**src/rtl/truth_table_sweeper.sv**
```systemverilog
// Clocked sweep of a 4-input function block.
// Builds its truth table, counts the ones and compares the table against an expected one.
module truth_table_sweeper #(
  parameter int N_IN   = 4,
  parameter int SETTLE = 1
) (
  input  logic                 clk,
  input  logic                 rst,
  input  logic                 start,
  input  logic [2**N_IN-1:0]   expected,
  output logic [N_IN-1:0]      vec,
  input  logic                 fn_in,
  output logic                 busy,
  output logic                 done,
  output logic [2**N_IN-1:0]   table_out,
  output logic [N_IN:0]        ones_count,
  output logic                 match,
  output logic [N_IN-1:0]      mismatch_idx
);

  localparam int TW = 2**N_IN;
  localparam int CW = (SETTLE > 1) ? $clog2(SETTLE) : 1;

  typedef enum logic [1:0] {
    IDLE = 2'd0,
    RUN  = 2'd1,
    DONE = 2'd2
  } state_t;

  state_t          state_q, state_d;
  logic [N_IN-1:0] vec_q, vec_d;
  logic [CW-1:0]   settle_q, settle_d;
  logic [TW-1:0]   table_q, table_d;
  logic [N_IN:0]   ones_q, ones_d;
  logic            match_q, match_d;
  logic [N_IN-1:0] midx_q, midx_d;
  logic [TW-1:0]   exp_q, exp_d;
  logic            capture;

  assign capture = (settle_q == CW'(SETTLE - 1));

  always_comb begin
    state_d  = state_q;
    vec_d    = vec_q;
    settle_d = settle_q;
    table_d  = table_q;
    ones_d   = ones_q;
    match_d  = match_q;
    midx_d   = midx_q;
    exp_d    = exp_q;
    unique case (state_q)
      IDLE: begin
        if (start) begin
          exp_d    = expected;
          vec_d    = '0;
          settle_d = '0;
          table_d  = '0;
          ones_d   = '0;
          match_d  = 1'b1;
          midx_d   = '0;
          state_d  = RUN;
        end
      end
      RUN: begin
        settle_d = settle_q + CW'(1);
        if (capture) begin
          table_d[vec_q] = fn_in;
          ones_d         = ones_q + {{N_IN{1'b0}}, fn_in};
          // Only the first differing index is kept.
          if ((fn_in != exp_q[vec_q]) && match_q) begin
            match_d = 1'b0;
            midx_d  = vec_q;
          end
          settle_d = '0;
          if (&vec_q) begin
            state_d = DONE;
          end else begin
            vec_d = vec_q + {{(N_IN-1){1'b0}}, 1'b1};
          end
        end
      end
      DONE: begin
        state_d = IDLE;
      end
      default: begin
        state_d = IDLE;
      end
    endcase
  end

  always_ff @(posedge clk) begin
    if (rst) begin
      state_q  <= IDLE;
      vec_q    <= '0;
      settle_q <= '0;
      table_q  <= '0;
      ones_q   <= '0;
      match_q  <= 1'b0;
      midx_q   <= '0;
      exp_q    <= '0;
    end else begin
      state_q  <= state_d;
      vec_q    <= vec_d;
      settle_q <= settle_d;
      table_q  <= table_d;
      ones_q   <= ones_d;
      match_q  <= match_d;
      midx_q   <= midx_d;
      exp_q    <= exp_d;
    end
  end

  assign vec          = vec_q;
  assign busy         = (state_q == RUN);
  assign done         = (state_q == DONE);
  assign table_out    = table_q;
  assign ones_count   = ones_q;
  assign match        = match_q;
  assign mismatch_idx = midx_q;

endmodule
```
**config.mk**
```make
export PLATFORM = sky130hd
export DESIGN_NAME = truth_table_sweeper
export DESIGN_NICKNAME = d
export VERILOG_FILES = /design/src/rtl/truth_table_sweeper.sv
export SDC_FILE = /design/constraint.sdc
export NUM_CORES = 1
export LEC_CHECK = 0
export BUFFER_PORTS_ARGS = -buffer_cell sky130_fd_sc_hd__buf_2
export CAP_MARGIN = 0
export CORE_MARGIN = 1
export CORE_UTILIZATION = 38
export DETAILED_ROUTE_END_ITERATION = 7
export GPL_ROUTABILITY_DRIVEN = 0
export HOLD_SLACK_MARGIN = 0.06
export SETUP_SLACK_MARGIN = 0.15
export SLEW_MARGIN = 15
export SYNTH_ARGS = -nofsm -noshare
export SYNTH_HDL_FRONTEND = slang
export SYNTH_SLANG_ARGS = --single-unit
export TNS_END_PERCENT = 30
```
**constraint.sdc**
```tcl
create_clock -name clk -period 2.45 [get_ports clk]
set_input_delay 0 -clock clk [delete_from_list [all_inputs] [get_ports clk]]
set_output_delay 0 -clock clk [all_outputs]
set_load 0.02 [all_outputs]
```
# [Word level (Yosys, flattened, before mapping)]
# Index checks and enable logic that the tools add are counted.
[op_classes] addsub=3 n_lt_le_gt_ge=2 eq_ne=8 mux=29 reduce_logical=11
[ops] op="$mux W16" count=2
[ops] op="$pmux W16 S2" count=1
[ops] op="$mux W4" count=5
[ops] op="$bwmux W16" count=1
[ops] op="$pmux W4 S2" count=2
[ops] op="$reduce_and A4 Y1" count=3
[ops] op="$mux W5" count=2
[ops] op="$pmux W5 S2" count=1
[ops] op="$mux W1" count=7
[ops] op="$mux W2" count=3
[ops] op="$ne A2 B2 Y1 const B" count=3
[ops] op="$reduce_and A3 Y1" count=2
[ops] op="$add A5 B1 Y5" count=1
[ops] op="$lt A4 B5 Y1 const B" count=1
[ops] op="$add A4 B1 Y4 const B" count=1
[ops] op="$bmux W1 S4" count=1
[ops] op="$demux W1 S4" count=1
[ops] op="$ge A4 B1 Y1 const B" count=1
[ops] op="$ne A2 B1 Y1 const B" count=2
[ops] op="$pmux W1 S2" count=2
[ops] op="$pmux W2 S2" count=1
[ops] op="$reduce_and A2 Y1" count=2
[ops] op="$eq A2 B1 Y1 const B" count=1
[ops] op="$eq A2 B2 Y1 const B" count=1
[ops] op="other kinds (5)" count=6
[totals] ff_bits=49 in_bits=20

# [Longest topological paths before layout]
[logic_depth] word_depth=7 mapped_depth=8 ltp_nobuf=7

# [Worst setup path after synthesis]
# OpenSTA, ideal clock, no wires.
[synth_path] path_kind="reg-to-reg" from="register vec_q[1], in the netlist vec[1]" to="register midx_q[2], in the netlist mismatch_idx[2]" setup_ns=0.117 t_arrival_ns=1.978 required_ns=2.333 setup_slack_ns=0.355 path_stages_with_launch=8 period_less_slack_ns=2.095 cell_sequence="dfxtp_1 > buf_6 > mux4_2 > mux2i_4 > xnor2_1 > nand4b_1 > o211a_4 > a32o_1"
[synth_via] elab_chain_cells=6
[synth_rtl] element="start, declared" line_no="31" rtl="logic [N_IN-1:0] vec_q, vec_d;"
[synth_rtl] element="start signal, assigned" line_no="103" rtl="vec_q <= vec_d;"
[synth_rtl] element="$bmux W1 S4" line_no="70" rtl="if ((fn_in != exp_q[vec_q]) && match_q) begin"
[synth_rtl] element="$mux W1 (not written as such)" line_no="70"
[synth_rtl] element="$ne A1 B1 Y1" line_no="70"
[synth_rtl] element="$logic_and A1 B1 Y1" line_no="70"
[synth_rtl] element="$ne A2 B1 Y1 (no source line)"
[synth_rtl] element="$reduce_and A4 Y1 (no source line)"
[synth_rtl] element="end signal, assigned" line_no="108" rtl="midx_q <= midx_d;"
[synth_rtl] element="end, declared" line_no="36" rtl="logic [N_IN-1:0] midx_q, midx_d;"
# No other way between the ends. The select of a mux whose other input is x is not followed.
# A chain may end at the register's enable or synchronous reset.

# [Worst setup path in the final report]
# Same ends and word-level chain as after synthesis.

==> flow_summary_export.csv <==
group,metric,value,unit
outcome,status,"finished clean",
run,maxCapViolations,0,
synth,synth_cell_types,38,
sta,whs,0.153,ns
sta,clock_skew,0.00978,ns
clock_tree,cts-root-buf,"clkbuf_8",
hold_path,hold_path_class,"input pin to flop",
sta,tns,0,ns
setup_path,cp_cell_sequence,"mux4_2, mux2i_4, xnor2_1, nand4b_1, o211a_4, a32o_1",
synth,synth_top_flop_cell,"dfxtp_1",
place,dpl.hpwl,3790,um
global_routing,overflow,0,
synth,avgSynthCellArea,8.56,um^2
sta,maxSlewViolCount,0,
place,pre_cts_slack,0.499,ns
setup_path,cp.arrival,2.16,ns
setup_path,r2r_slack,0.49,ns
synth,synth_top_cell_by_area,"dfxtp_1",
clock_tree,cts_htree_levels,2,
setup_path,reg2reg_depth,6,
synth,synth-async-reset-ratio,0,
final_layout,layout.nets,345,
sta,setup_viol,0,
route,viasPerCell,5.22,
clock_tree,cts_tree,"built",
setup_path,worst_setup_path_start_kind,"flop",
route,wl,5410,um
global_routing,grt_max_degree,34,
synth,synthesis.area,2230,um^2
global_routing,grt_pass1_vias,1886,
final_layout,n_fill_cell,550,
sta,hold_viol,0,
synth,ys_seq_area_frac,0.432,
final_layout,drive_gt1_frac,0.223,
global_routing,antenna_found_initial,0,
setup_path,crit-reg2reg-launch,"vec[1]",
synth,synth_edf_count,0,
power_and_ir_drop,ir_drop,239,uV
power_and_ir_drop,p_leak,1.10,nW
synth,synth_top_area_frac,0.432,
global_routing,grt.total_usage,0.185,
final_layout,diodes,0,
clock_tree,path_clk_slew,0.09,ns
route,firstDrtPassIters,4,
clock_tree,clkSinkCount,48,
setup_path,cp_slowest_stage_delay,0.56,ns
route,ant_nets,0,
floorplanning,num_rows,27,
route,vias,2042,
clock_tree,post_cts_buffers,0,
sta,worstMarginPinSlew,0.742,ns
floorplanning,die_area,6170,um^2
hold_path,hold_end,"table_out[4]",
sta,rsz0062_at_grt,"no",
route,drc,0,
setup_path,endpoint_kind,"flop",
hold_path,whs_path_depth,3,
synth,synthCells,260,
route,detail_route.wl_per_cell,13.8,um
setup_path,worstPathRequired,2.65,ns
clock_tree,cts_buffers,5,
sta,maxSlewHeadroom,0.505,
clock_tree,clockBufferDepth,2,
setup_path,crit_fanout,5,
setup_path,path_buf_inv,0,
synth,syn-num-nets,286,
route,drtIter0Drc,100,
final_layout,areaGrowthSynthToFinish,24.0,%
setup_path,critPathKind,"flop to flop",
synth,synth_common_cells,"48 x dfxtp_1, 46 x nand2_1, 39 x a21oi_1, 17 x clkbuf_1, 17 x nand4_1",
sta,fin_ws,0.487,ns
floorplanning,coreArea,5570,um^2
power_and_ir_drop,p_per_area,536,nW/um^2
setup_path,critPathTopFamily,"multiplexers",
synth,ys.warnings.count,0,
sta,fmax,509,MHz
clock_tree,clock_latency,0.31,ns
sta,min_period,1.96,ns
synth,synth_area_leaders,"dfxtp_1 43%, a21oi_1 8.8%, nand2_1 7.8%",
floorplanning,die_y,78.5,um
floorplanning,io_pins,52,
setup_path,timing.rr.end,"mismatch_idx[2]",
global_routing,grt_pass1_wl,9030,um
place,portBuffers,51,
setup_path,cp_slowest_cell,"mux4_2",
hold_path,min_from,"fn_in",
synth,synth_most_common_cell,"dfxtp_1",
floorplanning,start_util,0.399,
synth,synth-seq-cells,48,
sta,fin_crit_sh,0.801,
floorplanning,die_w,78.5,um
power by group:
group	total [mW]	switching [mW]	internal, mW
Sequential	0.820	0.0172	0.803
Clock	0.454	0.261	0.194
Combinational	0.204	0.122	0.0820
logic make-up after synthesis:
group	Yosys count	share of synthesized area
DFF	48	0.432
buffers and inverters	24	0.0489
and+or+nand+nor	104	0.226
adders and majority gates	6	0.0337
AOI/OAI and AO/OA	62	0.170
xor gates and xnor gates	5	0.0231
muxes	11	0.0669
layout by cell type (no fill, tap or decap), types with 2 or more instances in the layout:
cell type,synthesis,layout
buf_4,1,6
buf_2,0,51
inv_1,3,3
and2_1,2,2
a22oi_1,2,2
a21oi_1,39,39
nand2b_1,6,6
clkbuf_8,0,5
o21ai_0,3,3
nand4_1,17,17
nor2_1,12,12
nand2_1,46,46
nand3_1,7,7
dlygate4sd3_1,0,16
nor2b_1,4,4
dfxtp_1,48,48
o211ai_1,10,10
nor3_1,3,3
ha_1,6,6
xor2_1,2,2
xnor2_1,2,2
o311ai_1,4,4
mux4_2,2,2
mux2i_1,7,7
final cells by class:
class                           count  area, um^2  area share
Tap cell                           72        90.1      0.0326
Timing Repair Buffer               73         460       0.167
Inverter                            3        11.3     0.00408
Sequential cell                    48         961       0.348
Clock buffer                        5        68.8      0.0249
Clock inverter                      2        12.5     0.00453
Multi-Input combinational cell    188        1160       0.419
tightest hold or removal path, cell delays in order:
cell	delay [ns]
buf_2	0.23
nand4_1	0.12
a21oi_1	0.06
stage by stage:
step | utilization | std cells | instance area (um^2) | power, mW
after global placement | 0.452 | 368 | 2520 | 1.02
final | 0.495 | 391 | 2760 | 1.48
after global routing | 0.495 | 391 | 2760 | 1.56
after detailed placement | 0.452 | 368 | 2520 | 1.02
after CTS | 0.495 | 391 | 2760 | 1.49
after floorplan | - | 260 | 2230 | 0.969
how the worst max path moves through the flow:
stage	slack (ns)	endpoint	cells past startpoint	startpoint
6_report	0.49	mismatch_idx[2]	6	vec[1]
5_1_grt	0.41	mismatch_idx[2]	6	vec[1]
4_1_cts	0.46	mismatch_idx[2]	6	vec[1]
3_5_place_dp	0.50	mismatch_idx[2]	6	vec[1]
3_3_place_gp	0.53	mismatch_idx[2]	6	vec[1]
2_1_floorplan	0.35	mismatch_idx[2]	7	vec[1]
what timing repair did:
item,in CTS,in global routing
hold buffers,16,0
resized for setup,0,0
endpoints found under the hold margin,16,0
sequential cells by signal (all words and copies together) (netlist names):
name / count
state_q: 2
vec: 4
mismatch_idx: 4
table_out: 16
match: 1
ones_count: 5
exp_q: 16
layer usage:
layer | vias to the layer above | global-route usage | routed length [um]
met5 | - | 0 | 0
met4 | 0 | 0.0574 | 65
met3 | 5 | 0.0430 | 284
met2 | 53 | 0.297 | 2570
met1 | 948 | 0.245 | 2490
li1 | 1036 | - | -
(Power assumes the default switching activity.)
